--- src/rtl/bictr_dcnto_mode_if.sv ---
// Control/status bundle for the mode-selectable up/down counter.
// The master drives the load/step controls; the slave returns the count and event flags.
interface bictr_dcnto_mode_if #(
  parameter int WIDTH = 8
);
  logic [WIDTH-1:0] data;
  logic [WIDTH-1:0] count_to;
  logic             up_dn;
  logic             load;
  logic             cen;
  logic [1:0]       mode;
  logic [WIDTH-1:0] count;
  logic             tercnt;
  logic             tc_pulse;
  logic             wrap;
  logic             done;

  modport master (
    output data, count_to, up_dn, load, cen, mode,
    input  count, tercnt, tc_pulse, wrap, done
  );

  modport slave (
    input  data, count_to, up_dn, load, cen, mode,
    output count, tercnt, tc_pulse, wrap, done
  );
endinterface

--- src/rtl/bictr_dcnto_mode.sv ---
// Up/down counter with dynamic count-to, four terminal modes (wrap, modulo,
// saturate, one-shot), parallel load and registered tc/wrap/done events.
module bictr_dcnto_mode #(
  parameter int WIDTH = 8
) (
  input  logic                 clk,
  input  logic                 reset,
  bictr_dcnto_mode_if.slave    bus
);

  typedef enum logic [1:0] {
    MODE_WRAP    = 2'd0,
    MODE_MODULO  = 2'd1,
    MODE_SAT     = 2'd2,
    MODE_ONESHOT = 2'd3
  } mode_e;

  localparam logic [WIDTH-1:0] ALL_ONES = '1;
  localparam logic [WIDTH-1:0] ZERO     = '0;

  mode_e            mode_s;
  logic [WIDTH-1:0] count_q;
  logic [WIDTH-1:0] count_nxt;
  logic             tc_q, tc_nxt;
  logic             wrap_q, wrap_nxt;
  logic             done_q, done_nxt;

  function automatic logic [WIDTH-1:0] step_wrap(input logic [WIDTH-1:0] c, input logic up);
    return up ? c + WIDTH'(1) : c - WIDTH'(1);
  endfunction

  function automatic logic is_rollover(input logic [WIDTH-1:0] c, input logic up);
    return up ? (c == ALL_ONES) : (c == ZERO);
  endfunction

  assign mode_s = mode_e'(bus.mode);

  always_comb begin
    count_nxt = count_q;
    wrap_nxt  = 1'b0;
    tc_nxt    = 1'b0;
    done_nxt  = done_q;
    if (bus.load) begin
      count_nxt = bus.data;
      done_nxt  = 1'b0;
    end else if (bus.cen) begin
      case (mode_s)
        MODE_WRAP: begin
          count_nxt = step_wrap(count_q, bus.up_dn);
          wrap_nxt  = is_rollover(count_q, bus.up_dn);
        end
        MODE_MODULO: begin
          if (bus.up_dn && count_q == bus.count_to) begin
            count_nxt = ZERO;
            wrap_nxt  = 1'b1;
          end else if (!bus.up_dn && count_q == ZERO) begin
            count_nxt = bus.count_to;
            wrap_nxt  = 1'b1;
          end else begin
            // Above count_to the up count falls through to the natural rollover.
            count_nxt = step_wrap(count_q, bus.up_dn);
            wrap_nxt  = is_rollover(count_q, bus.up_dn);
          end
        end
        MODE_SAT: begin
          if (bus.up_dn) begin
            if (count_q != bus.count_to && count_q != ALL_ONES)
              count_nxt = count_q + WIDTH'(1);
          end else if (count_q != ZERO) begin
            count_nxt = count_q - WIDTH'(1);
          end
        end
        MODE_ONESHOT: begin
          if (!done_q) begin
            count_nxt = step_wrap(count_q, bus.up_dn);
            wrap_nxt  = is_rollover(count_q, bus.up_dn);
            if (count_nxt == bus.count_to)
              done_nxt = 1'b1;
          end
        end
        default: ;
      endcase
      // Only a real move onto count_to pulses; holds at the terminal stay quiet.
      tc_nxt = (count_nxt == bus.count_to) && (count_nxt != count_q);
    end
  end

  always_ff @(posedge clk or posedge reset) begin
    if (reset) begin
      count_q <= '0;
      tc_q    <= 1'b0;
      wrap_q  <= 1'b0;
      done_q  <= 1'b0;
    end else begin
      count_q <= count_nxt;
      tc_q    <= tc_nxt;
      wrap_q  <= wrap_nxt;
      done_q  <= done_nxt;
    end
  end

  assign bus.count    = count_q;
  assign bus.tercnt   = (count_q == bus.count_to);
  assign bus.tc_pulse = tc_q;
  assign bus.wrap     = wrap_q;
  assign bus.done     = done_q;

endmodule
--- src/flat_wrapper.sv ---
// flat-port wrapper written by rule: the top's interface ports become plain ports
module bictr_dcnto_mode_flat 
#(
  parameter int WIDTH = 8
)
  (clk, reset, bus_data, bus_count_to, bus_up_dn, bus_load, bus_cen, bus_mode, bus_count, bus_tercnt, bus_tc_pulse, bus_wrap, bus_done);
  bictr_dcnto_mode_if #(.WIDTH(WIDTH)) bus_i ();
  input  logic clk;
  input  logic reset;
  input wire logic [$bits(bus_i.data)-1:0] bus_data;
  input wire logic [$bits(bus_i.count_to)-1:0] bus_count_to;
  input wire logic [$bits(bus_i.up_dn)-1:0] bus_up_dn;
  input wire logic [$bits(bus_i.load)-1:0] bus_load;
  input wire logic [$bits(bus_i.cen)-1:0] bus_cen;
  input wire logic [$bits(bus_i.mode)-1:0] bus_mode;
  output wire logic [$bits(bus_i.count)-1:0] bus_count;
  output wire logic [$bits(bus_i.tercnt)-1:0] bus_tercnt;
  output wire logic [$bits(bus_i.tc_pulse)-1:0] bus_tc_pulse;
  output wire logic [$bits(bus_i.wrap)-1:0] bus_wrap;
  output wire logic [$bits(bus_i.done)-1:0] bus_done;
  assign bus_i.data = bus_data;
  assign bus_i.count_to = bus_count_to;
  assign bus_i.up_dn = bus_up_dn;
  assign bus_i.load = bus_load;
  assign bus_i.cen = bus_cen;
  assign bus_i.mode = bus_mode;
  assign bus_count = bus_i.count;
  assign bus_tercnt = bus_i.tercnt;
  assign bus_tc_pulse = bus_i.tc_pulse;
  assign bus_wrap = bus_i.wrap;
  assign bus_done = bus_i.done;
  bictr_dcnto_mode #(.WIDTH(WIDTH)) u_core (.clk(clk), .reset(reset), .bus(bus_i));
endmodule
--- config.mk ---
export PLATFORM = sky130hd
export DESIGN_NAME = bictr_dcnto_mode_flat
export DESIGN_NICKNAME = d
export VERILOG_FILES = /design/src/rtl/bictr_dcnto_mode_if.sv /design/src/rtl/bictr_dcnto_mode.sv /design/src/flat_wrapper.sv
export SDC_FILE = /design/constraint.sdc
export NUM_CORES = 1
export LEC_CHECK = 0
export ABC_AREA = 0
export BUFFER_PORTS_ARGS = -buffer_cell sky130_fd_sc_hd__buf_4
export CORE_MARGIN = 4
export CORE_UTILIZATION = 60
export DETAILED_ROUTE_END_ITERATION = 10
export PLACE_DENSITY = 0.81
export SLEW_MARGIN = 20
export SYNTH_ARGS = -nofsm -noshare
export SYNTH_HDL_FRONTEND = slang
export SYNTH_SLANG_ARGS = --single-unit
--- constraint.sdc ---
create_clock -name clk -period 5.4 [get_ports clk]
set_input_delay 0.81 -clock clk [delete_from_list [all_inputs] [get_ports clk]]
set_output_delay 0.81 -clock clk [all_outputs]
set_load 0.01 [all_outputs]
# Yosys cells after proc, flatten, opt, wreduce, memory -nomap -nowiden
# Cells that the tools add are included.
[word_totals]
ff_bits = 11
input_bits = 23
output_inout_bits = 12
[op_classes]
add_sub_neg = 2
eq_ne = 10
n_mux = 26
n_reduce_logical = 11
[op_table]
columns = ["operator", "count"]
rows = [
  ["$mux W8", 11],
  ["$pmux W8 S4", 1],
  ["$eq A8 B8 Y1", 3],
  ["$ne A8 B8 Y1", 2],
  ["$mux W1", 13],
  ["$add A8 B1 Y8 const B", 1],
  ["$eq A8 B8 Y1 const B", 1],
  ["$logic_not A8 Y1", 1],
  ["$ne A8 B8 Y1 const B", 1],
  ["$reduce_bool A8 Y1", 1],
  ["$sub A8 B1 Y8 const B", 1],
  ["$eq A2 B2 Y1 const B", 2],
  ["$logic_and A1 B1 Y1", 4],
  ["$reduce_bool A2 Y1", 2],
  ["$pmux W1 S3", 1],
  ["$eq A2 B1 Y1 const B", 1],
  ["$logic_not A2 Y1", 1],
  ["$reduce_and A2 Y1", 1],
  ["$logic_not A1 Y1", 1],
]

# Longest topological paths before layout
[depth]
word_depth = 11
depth_mapped = 14

# Least setup slack after synthesis
# No wires, ideal clock.
[synth_timing]
path_type = "reg-to-reg"
startpoint = "reg u_core.count_q[1] (netlist: u_core.bus.count[1])"
endpoint = "reg u_core.tc_q (netlist: u_core.bus.tc_pulse)"
setup_time_ps = 140
arrival_time_ps = 3053
required_time_ps = 5260
setup_slack_ps = 2207
path_stages_with_launch = 15
period_less_slack_ps = 3193
path_cell_list = "dfrtp_1 > buf_2 > clkbuf_1 > inv_1 > ha_1 > clkbuf_1 > xor2_1 > o21ai_0 > a21oi_1 > a21boi_0 > and3_1 > a2111oi_2 > nand4bb_1 > a2111oi_1 > a311oi_1"
[synth_via]
elab_chain_len = 11
[synth_rtl]
columns = ["element", "line_no", "source"]
rows = [
  ["start: declaration", "bictr_dcnto_mode.sv:22", "logic [WIDTH-1:0] count_q;"],
  ["start signal: assignment", "bictr_dcnto_mode.sv:95", "count_q <= count_nxt;"],
  ["$sub A8 B1 Y8 (tied with other cells)", "bictr_dcnto_mode.sv:29, bictr_dcnto_mode.sv:70", ""],
  ["$mux W8 (tied with other cells)", "bictr_dcnto_mode.sv:29", "return up ? c + WIDTH'(1) : c - WIDTH'(1);"],
  ["$mux W8 (on tied branches)", "bictr_dcnto_mode.sv:56, bictr_dcnto_mode.sv:67", ""],
  ["$mux W8 (on tied branches)", "bictr_dcnto_mode.sv:53, bictr_dcnto_mode.sv:66", ""],
  ["$pmux W8 S4", "bictr_dcnto_mode.sv:47", "case (mode_s)"],
  ["$mux W8", "bictr_dcnto_mode.sv:46", "end else if (bus.cen) begin"],
  ["$mux W8", "bictr_dcnto_mode.sv:43", "if (bus.load) begin"],
  ["$eq A8 B8 Y1 / $ne A8 B8 Y1 (equally long branches)", "bictr_dcnto_mode.sv:84", "tc_nxt = (count_nxt == bus.count_to) && (count_nxt != count_q);"],
  ["$logic_and A1 B1 Y1 *", "bictr_dcnto_mode.sv:84", ""],
  ["$mux W1 *", "bictr_dcnto_mode.sv:46", ""],
  ["$mux W1 *", "bictr_dcnto_mode.sv:43", ""],
  ["named net u_core.tc_nxt", "bictr_dcnto_mode.sv:24", "logic tc_q, tc_nxt;"],
  ["end signal: assignment", "bictr_dcnto_mode.sv:96", "tc_q <= tc_nxt;"],
  ["end: declaration", "bictr_dcnto_mode.sv:24", ""],
]
# The timed path passes the listed nets; every way through them passes the cells marked *. The select of a mux whose other input is x is not followed.
# A chain may end at the register's enable or synchronous reset.

# Final worst setup path
[layout_timing]
startpoint = "reg u_core.count_q[0] (netlist: u_core.bus.count[0])"
endpoint = "reg u_core.tc_q (netlist: u_core.bus.tc_pulse)"
# Same word-level chain as after synthesis.

==> run summary <==
Critical Path Sink Type = flop
critical path's largest stage delay = 0.69 ns
Final Hold Violating Endpoints = 0
n_diodes = 0
slew at the pin with the worst max-slew slack = 0.925 ns
GRT overflow = 0
CP Depth = 11
synth warn = 0
antenna violations before repair = 0
post-route cell area = 2660 um2
# port buffers = 34
Layout area overhead = 8.88%
critical path data arrival time = 3.98 ns
Setup Skew = 0.00557 ns
largest net degree at the start of global routing = 33
core area = 3800 um2
Post-Syn Instances = 358
htree depth = 1
number of global-route vias before repair = 2568
P_leak = 1.08 nW
mapped cell area = 2440 um2
post-synthesis register bit count = 11
Rows = 22
worst rel slew slack = 0.381
VDD IR max = 0.000168 V
Vias = 2920
DRT antenna net count = 0
Max Slew Vio Count = 0
Syn Area/Cell = 6.81 um2
# hold bufs at CTS = 0
top cell type's share of synthesized area = 0.113
gr usage total = 0.312
post-CTS setup buffer count = 0
fraction of layout instances using a drive strength above 1 = 0.176
WP data required = 5.50 ns
RSZ-0062 raised after global routing = no
pwr dens = 186 nW/um2
clock root buffer master = clkbuf_8
sequential element share of the synthesized area = 0.113
r2r setup slk = 1.52 ns
worst reg2reg path endpoint = u_core.bus.tc_pulse
cts bufs inserted = 3
Routed WL = 8150 um
Initial DRC Count = 628
Synth Net Count = 384
die width = 71.8 um
fin crit period = 3.88 ns
critical path class = reg -> reg
DRC Markers = 0
CTS tree = built
WP buf/inv = 1
total negative setup slack = 0 ns
Final period util = 0.718
fin util = 0.699
synth top area cells = dfrtp_1 (11%), nand2_1 (6.0%), xnor2_1 (5.7%), o21ai_0 (4.9%), a21oi_1 (4.5%)
reg2reg start = u_core.bus.count[0]
Worst Hold Class = in -> async
fmax = 0.258 GHz
Worst R2R Path Depth = 11
setup violators final = 0
height of the chip = 71.8 um
status = finished, final reports clean
Sink Count = 11
Nets = 391
Netlist cell types = 71
drt pass-1 iters = 5
Vias/cell = 7.09
cell taking the most area after synthesis = dfrtp_1
crit-path cells = inv_1 -> ha_1 -> nor2b_1 -> nand3_1 -> mux2_2 -> a21boi_0 -> and3_1 -> a2111oi_2 -> nand4bb_1 -> a2111oi_1 -> a311oi_1
Detailed Place HPWL = 6050 um
Fill cells = 338
CP max FO = 24
dpl cell area = 2610 um2
Wirelength per Cell = 19.8 um
CP Capture Point = u_core.bus.tc_pulse
Reg clk slew, reported paths = 0.05 ns
Worst-Skew Late Latency = 0.24 ns
Worst Setup Start Kind = flop
Maximum Capacitance Violations = 0
slowest CP cell = dfrtp_1
Setup crit start = u_core.bus.count[0]
number of flops mapped to enable cells by yosys = 0
post-CTS sizing = 0
Initial Util = 0.642
first-pass GRT wire length = 12900 um
IO Count = 35
top cell family by delay on the critical path = simple AND/OR/NAND/NOR gates
CTS Buffer Depth = 2
Die ar. = 5150 um2
Main synth FF type = dfrtp_1
GPL Wtd Cong = 1.01
async set-reset flop share out of synthesis = 1.00
[layout by cell type, fill, tap and decap left out, drive strengths merged, types with 11 or more instances in the layout]
cell type,n
nand2,39
buf,36
o21ai,25
nor2,24
a21oi,22
nand3,17
xnor2,16
inv,15
xor2,11
nand4,11
dfrtp,11
[metal layers]
metal / vias up / GRT usage / wire length, um
li1: 1341 / - / -
met3: 44 / 0.0771 / 1160
met1: 1284 / 0.434 / 3130
met4: 0 / 0.0981 / 323
met5: - / 0 / 0
met2: 251 / 0.471 / 3530
[metrics by stage]
step                      std cells  setup WS, ns  hold WS, ns  power [W]
after global placement          408          1.72        0.836   0.000396
after detailed placement        408          1.64        0.835   0.000400
final                           412          1.52        0.565   0.000493
after CTS                       412          1.63        0.585   0.000483
after floorplan                 358          2.21        0.660   0.000327
after global routing            412          1.25        0.611   0.000525
[power breakdown]
part           switching [W]  internal, W
Combinational       0.000161     0.000124
Sequential         0.0000362    0.0000891
Clock              0.0000314    0.0000519
[flip-flops by register name, indices dropped and copies added, names as in the netlist]
signal               flops
u_core.bus.wrap          1
u_core.bus.done          1
u_core.bus.tc_pulse      1
u_core.bus.count         8
[layout make-up]
cell class              count  area, um2  area share
multi-input cells         298       1950       0.734
inverters                  15       56.3      0.0212
well taps                  48       60.1      0.0226
flip-flops and latches     11        275       0.104
repair buffers             36        270       0.102
clock buffers               4       45.0      0.0170
[worst reg2reg max path: stages (launching register included)]
cell	delay, ns
dfrtp_1	0.69
inv_1	0.30
ha_1	0.19
nor2b_1	0.33
nand3_1	0.50
mux2_2	0.37
a21boi_0	0.15
and3_1	0.30
a2111oi_2	0.27
nand4bb_1	0.13
a2111oi_1	0.38
a311oi_1	0.15
[worst min path at each step]
| stage | from | end | slack (ns) | cells past startpoint |
|---|---|---|---|---|
| floorplan | reset | u_core.bus.count[0] | 0.66 | 1 |
| detailed placement | reset | u_core.bus.count[4] | 0.84 | 2 |
| global placement | reset | u_core.bus.count[4] | 0.84 | 2 |
| global route | reset | u_core.bus.count[5] | 0.61 | 2 |
| CTS | reset | u_core.bus.count[5] | 0.58 | 2 |
| finish | reset | u_core.bus.count[4] | 0.57 | 2 |
[cell usage after synthesis (6+ instances only)]
cell type  number
o21ai_0        24
a31oi_1         7
nand2_1        39
nand4_1        11
dfrtp_1        11
buf_2          13
nand2b_1        6
and3_1          8
nor3_1          8
xnor2_1        16
clkbuf_1       17
nand3_1        16
nor2_1         24
inv_1          13
a21oi_1        22
xor2_1         11
mux2i_1         6
[kinds of logic after synthesis]
logic type / count (synthesis) / share of synthesized area
simple gates: 145 / 0.317
fa+ha+maj: 3 / 0.0154
compound gates: 112 / 0.322
flops: 11 / 0.113
buf+inv: 49 / 0.0882
xor+xnor: 27 / 0.0970
mux: 11 / 0.0477
Note: power is estimated with default switching activity, not from simulation.
